$ cat src/rtl/dff_sync_pipe_if.sv
// Bus bundle for dff_sync_pipe: stall/flush controls, input sample, last-stage output and occupancy.
interface dff_sync_pipe_if #(
  parameter int unsigned WIDTH = 8,
  parameter int unsigned DEPTH = 3
);
  localparam int unsigned OCC_W = $clog2(DEPTH + 1);

  logic             en;
  logic             flush;
  logic [WIDTH-1:0] d;
  logic             d_vld;
  logic [WIDTH-1:0] q;
  logic             q_vld;
  logic [OCC_W-1:0] occ;

  modport master (output en, flush, d, d_vld, input q, q_vld, occ);
  modport slave  (input en, flush, d, d_vld, output q, q_vld, occ);
endinterface

$ cat src/rtl/dff_sync_pipe.sv
// WIDTH-bit, DEPTH-stage retiming pipeline with per-stage valid, global stall,
// flush, programmable reset value and a running count of valid stages.
module dff_sync_pipe #(
  parameter int unsigned      WIDTH   = 8,
  parameter int unsigned      DEPTH   = 3,
  parameter logic [WIDTH-1:0] RST_VAL = '0
) (
  input  logic            clk,
  input  logic            sr,
  dff_sync_pipe_if.slave  pipe
);
  localparam int unsigned OCC_W = $clog2(DEPTH + 1);

  logic [WIDTH-1:0] data_q [DEPTH];
  logic [WIDTH-1:0] data_d [DEPTH];
  logic [DEPTH-1:0] vld_q;
  logic [DEPTH-1:0] vld_d;
  logic [OCC_W-1:0] occ_q;
  logic [OCC_W-1:0] occ_d;
  logic [OCC_W-1:0] vld_cnt_c;

  // Next state: flush clears, enable shifts data and valid together, otherwise hold.
  always_comb begin
    data_d = data_q;
    vld_d  = vld_q;
    occ_d  = occ_q;
    if (pipe.flush) begin
      for (int unsigned i = 0; i < DEPTH; i++) begin
        data_d[i] = RST_VAL;
      end
      vld_d = '0;
      occ_d = '0;
    end else if (pipe.en) begin
      data_d[0] = pipe.d;
      vld_d[0]  = pipe.d_vld;
      for (int unsigned i = 1; i < DEPTH; i++) begin
        data_d[i] = data_q[i-1];
        vld_d[i]  = vld_q[i-1];
      end
      occ_d = occ_q + OCC_W'(pipe.d_vld) - OCC_W'(vld_q[DEPTH-1]);
    end
  end

  always_ff @(posedge clk) begin
    if (sr) begin
      for (int unsigned i = 0; i < DEPTH; i++) begin
        data_q[i] <= RST_VAL;
      end
      vld_q <= '0;
      occ_q <= '0;
    end else begin
      data_q <= data_d;
      vld_q  <= vld_d;
      occ_q  <= occ_d;
    end
  end

  assign pipe.q     = data_q[DEPTH-1];
  assign pipe.q_vld = vld_q[DEPTH-1];
  assign pipe.occ   = occ_q;

  // Incremental occupancy must always agree with the stage valids.
  always_comb begin
    vld_cnt_c = '0;
    for (int unsigned i = 0; i < DEPTH; i++) begin
      vld_cnt_c = vld_cnt_c + OCC_W'(vld_q[i]);
    end
  end

  always_ff @(posedge clk) begin
    if (!sr) begin
      assert (occ_q == vld_cnt_c);
    end
  end
endmodule

$ cat src/flat_wrapper.sv
// flat-port wrapper written by rule: the top's interface ports become plain ports
module dff_sync_pipe_flat 
#(
  parameter int unsigned      WIDTH   = 8,
  parameter int unsigned      DEPTH   = 3,
  parameter logic [WIDTH-1:0] RST_VAL = '0
)
  (clk, sr, pipe_en, pipe_flush, pipe_d, pipe_d_vld, pipe_q, pipe_q_vld, pipe_occ);
  dff_sync_pipe_if #(.WIDTH(WIDTH), .DEPTH(DEPTH)) pipe_i ();
  input  logic clk;
  input  logic sr;
  input wire logic [$bits(pipe_i.en)-1:0] pipe_en;
  input wire logic [$bits(pipe_i.flush)-1:0] pipe_flush;
  input wire logic [$bits(pipe_i.d)-1:0] pipe_d;
  input wire logic [$bits(pipe_i.d_vld)-1:0] pipe_d_vld;
  output wire logic [$bits(pipe_i.q)-1:0] pipe_q;
  output wire logic [$bits(pipe_i.q_vld)-1:0] pipe_q_vld;
  output wire logic [$bits(pipe_i.occ)-1:0] pipe_occ;
  assign pipe_i.en = pipe_en;
  assign pipe_i.flush = pipe_flush;
  assign pipe_i.d = pipe_d;
  assign pipe_i.d_vld = pipe_d_vld;
  assign pipe_q = pipe_i.q;
  assign pipe_q_vld = pipe_i.q_vld;
  assign pipe_occ = pipe_i.occ;
  dff_sync_pipe #(.WIDTH(WIDTH), .DEPTH(DEPTH), .RST_VAL(RST_VAL)) u_core (.clk(clk), .sr(sr), .pipe(pipe_i));
endmodule
$ cat config.mk
export PLATFORM = sky130hd
export DESIGN_NAME = dff_sync_pipe_flat
export DESIGN_NICKNAME = d
export VERILOG_FILES = /design/src/rtl/dff_sync_pipe_if.sv /design/src/rtl/dff_sync_pipe.sv /design/src/flat_wrapper.sv
export SDC_FILE = /design/constraint.sdc
export NUM_CORES = 1
export LEC_CHECK = 0
export BUFFER_PORTS_ARGS = -buffer_cell sky130_fd_sc_hd__clkbuf_2
export CAP_MARGIN = 10
export CORE_MARGIN = 1
export CORE_UTILIZATION = 56
export CTS_BUF_LIST = sky130_fd_sc_hd__clkbuf_16
export CTS_CLUSTER_DIAMETER = 30
export CTS_CLUSTER_SIZE = 8
export DETAILED_ROUTE_END_ITERATION = 8
export PLACE_DENSITY = 0.81
export SLEW_MARGIN = 20
export SYNTH_ARGS = -nofsm -noshare
export SYNTH_HDL_FRONTEND = slang
export SYNTH_SLANG_ARGS = --single-unit
$ cat constraint.sdc
create_clock -name clk -period 2.6 [get_ports clk]
set_input_delay 0.65 -clock clk [delete_from_list [all_inputs] [get_ports clk]]
set_output_delay 0.65 -clock clk [all_outputs]
set_load 0.1 [all_outputs]
# Word level (Yosys, flattened, before mapping)
# Index checks and enable logic that the tools add are counted.
# word_totals
register_bits,29
inputBits,13
elab_cells,8
# classes
add_sub_neg,2
reduce_logical,1
# ops
cell,n
adder 2 x 1 -> 2 bit,1
OR reduction 2 bit,1
subtractor 2 x 1 -> 2 bit,1

# Longest topological paths before layout
# logic_depth
ltp_word,2
mapped_depth,7
mapped_depth_nobuf,7

# Least setup slack after synthesis
# OpenSTA, ideal clock, no wires.
# synth_path
path_kind,register to register
startpoint,"reg u_core.occ_q[0], in the netlist u_core.pipe.occ[0]"
endpoint,"reg u_core.occ_q[1], in the netlist u_core.pipe.occ[1]"
setup_time_ps,58
t_arrival_ps,2027
required_ps,2542
path_slack_ps,514
path_stages_with_launch,8
n_path_buf,0
period_less_slack_ps,2086
path_cell_list,dfxtp_1 > inv_1 > ha_1 > inv_1 > ha_1 > xor2_1 > a211o_1 > nand2_1
# synth_between
elab_chain_cells,2
# synth_lines
item,line_no,text
from (decl),dff_sync_pipe.sv:18,logic [OCC_W-1:0] occ_q;
from (signal assigned),dff_sync_pipe.sv:50,occ_q <= '0;
from (signal assigned),dff_sync_pipe.sv:54,occ_q <= occ_d;
adder 2 x 1 -> 2 bit,dff_sync_pipe.sv:40,occ_d = occ_q + OCC_W'(pipe.d_vld) - OCC_W'(vld_q[DEPTH-1]);
subtractor 2 x 1 -> 2 bit,dff_sync_pipe.sv:40,
# Every way passes these cells.
# A chain may end at the register's enable or synchronous reset.

# Final worst setup path
# layout_path
startpoint,reg u_core.vld_q[2]
endpoint,out pipe_q_vld
# layout_rtl
item,line_no,text
from (decl),dff_sync_pipe.sv:16,logic [DEPTH-1:0] vld_q;
from (signal assigned),dff_sync_pipe.sv:53,vld_q <= vld_d;
to (decl),flat_wrapper.sv:17,output wire logic [$bits(pipe_i.q_vld)-1:0] pipe_q_vld;
# No word-level cell between the ends.

==> results.yml <==
run_status:
  status: "finished with violations"
  violations: "design-rule violations"
drt:
  wl_mm: 1.851
  antenna_left: 0
  drtPass1Iterations: 6
  wl_per_cell_um: 11.94
  vias: 736
  drtIter0Drc: 5
  post_drt_via_cell_ratio: 4.748
  drcViolationCount: 1
timing:
  setup_violations: 0
  min_period_over_period: 0.6673
  finalClockSkew_ns: 0.001793
  layout_setup_ws_ns: 0.8650
  hold_violations: 0
  finalCriticalPeriod_ns: 1.735
  tns_ns: 0
  maxSlewViolCount: 0
  max_slew_margin: 0.6406
  worst_pin_slew_ns: 0.5414
  holdWs_ns: 0.4908
  rsz0062_at_grt: "false"
  fmax_ghz: 0.5764
floorplanning:
  die_y_um: 47.71
  ioPinCount: 24
  core.rowCount: 16
  die_w_um: 47.71
  dieArea_um2: 2276
  start_util: 0.5963
  core_area_um2: 1962
grt:
  grt_pass1_wl_mm: 2.594
  grt_max_degree: 31
  grt_overflow: 0
  grt_util_all_layers: 0.1830
  antenna_found_initial: 0
  grt_pass1_vias: 610
logic_synthesis:
  synth-seq-cells: 29
  postSynthCellCount: 111
  ys_types: 15
  synth_nets: 126
  yosysWarnings: 0
  syn_area_per_cell_um2: 10.54
  seq_area_frac_synth: 0.4963
  syn_area_um2: 1170
place:
  place_congestion: 0.6303
  place_hpwl_mm: 1.229
  dpl_worst_slack_ns: 0.9877
  dp.cells: 147
  portBuffers: 23
  placed_area_um2: 1199
clock_tree:
  clockBufferDepth: 2
  worstSkewPairLatency_ns: 0.27
  cts_resized: 0
  path_clk_slew_ns: 0.05
  cts-root-buf: "clkbuf_16"
  cts.sinks: 29
  cts-hold-fix-buffers: 0
  cts_tree: "built"
  cts-buffers-inserted: 5
  htree_levels: 2
  post_cts_buffers: 0
job:
  max-cap-violations: 0
worst_setup_path:
  cpMaxStageDelayCell: "clkbuf_2"
  cp-end-kind: "output pin"
  slowest_delay_ns: 0.47
  cp_top_family: "buffers and inverters"
  setup.worst_path.class: "reg -> out"
  crit_chain: "clkbuf_2"
  cp.required_ns: 1.95
  worstPathMaxFanout: 3
  startpoint_type: "register"
  arrival_ns: 1.09
  crit_buf_inv: 1
pwr:
  power.density_nw_per_um2: 775.4
  max-vdd-ir-drop_mv: 0.6036
  total_power_mw: 1.035
  leakagePower_nw: 0.6525
layout:
  area_growth_pct: 14.12
  stdcell_area_um2: 1335
  stdcell_count: 155
  drive_above_1_share: 0.2344
  utilization: 0.6805
  nets: 142
  n_antenna_cell: 0
min_path:
  hp-class: "reg -> reg"
[area by class of cell]
class / instances / area, µm²
clock buffer: 5 / 125.1
clock inverter: 3 / 11.26
fill: 164 / 626.9
inverter: 3 / 11.26
multi-input combinational: 64 / 450.4
sequential: 29 / 580.6
tap: 27 / 33.78
timing repair buffer: 24 / 122.6
[flip-flops by register name, summed over array words and instances (netlist names)]
signal,flops
u_core.data_q,16
u_core.pipe.q,8
u_core.vld_q,3
u_core.pipe.occ,2
[layout by cell type, fill, tap and decap left out, types with 2 or more instances in the layout]
master and n:
mux2i_1 28, inv_1 6, clkbuf_2 23, dfxtp_1 29, nor2_1 28, clkbuf_16 5
ha_1 2
[cells in the mapped netlist]
master / instances / area [µm²]
nand3_1: 1 / 5.000
nor2_1: 28 / 105.1
a211o_1: 1 / 8.760
ha_1: 2 / 25.02
buf_4: 11 / 82.58
nor3_1: 1 / 5.000
buf_6: 1 / 11.26
or2_4: 1 / 8.760
nand2_1: 1 / 3.750
clkbuf_1: 1 / 3.750
dfxtp_1: 29 / 580.6
mux2i_1: 28 / 280.3
xor2_1: 1 / 8.760
inv_1: 3 / 11.26
buf_8: 2 / 30.03
[path summary, 6_finish.rpt]
path / slack, ns / depth (start not counted) / endpoint / startpoint
max reg2reg: 1.14 / 7 / u_core.pipe.occ[1]$_SDFFE_PP0P_ / u_core.pipe.occ[0]$_SDFFE_PP0P_
max: 0.86 / 1 / pipe_q_vld / u_core.vld_q[2]$_SDFFE_PP0P_
min reg2reg: 0.49 / 2 / u_core.data_q[15]$_SDFFE_PP0P_ / u_core.data_q[15]$_SDFFE_PP0P_
min: 0.49 / 2 / u_core.data_q[15]$_SDFFE_PP0P_ / u_core.data_q[15]$_SDFFE_PP0P_
[worst reg2reg max path, delay by kind of cell, from the launching register on]
kind                     cells  cell delay, ns
buffers and inverters        2            0.09
AO/OA/AOI/OAI                1            0.29
AND/OR/NAND/NOR              1            0.05
adder cells (fa/ha/maj)      2            0.46
flip-flops                   1            0.34
XOR/XNOR                     1            0.16
[cell families after synthesis]
family | Yosys count | synth area share
buf+inv | 18 | 0.1187
xor+xnor | 1 | 0.007488
mux | 28 | 0.2396
compound gates | 1 | 0.007488
simple gates | 32 | 0.1091
fa+ha+maj | 2 | 0.02139
flops | 29 | 0.4963
[routing by layer]
layer  GRT usage  wire length [µm]
met1      0.1935               831
met2      0.2730               889
met3      0.1132                97
met4      0.1167                32
met5           0                 0
[report_power, final]
group / leakage (nW) / internal (mW) / switching (mW)
logic: 0.340 / 0.0254 / 0.0345
registers: 0.235 / 0.453 / 0.00362
clock network: 0.0776 / 0.341 / 0.178
total: 0.653 / 0.819 / 0.216
Power figures use the tool's default switching activity.
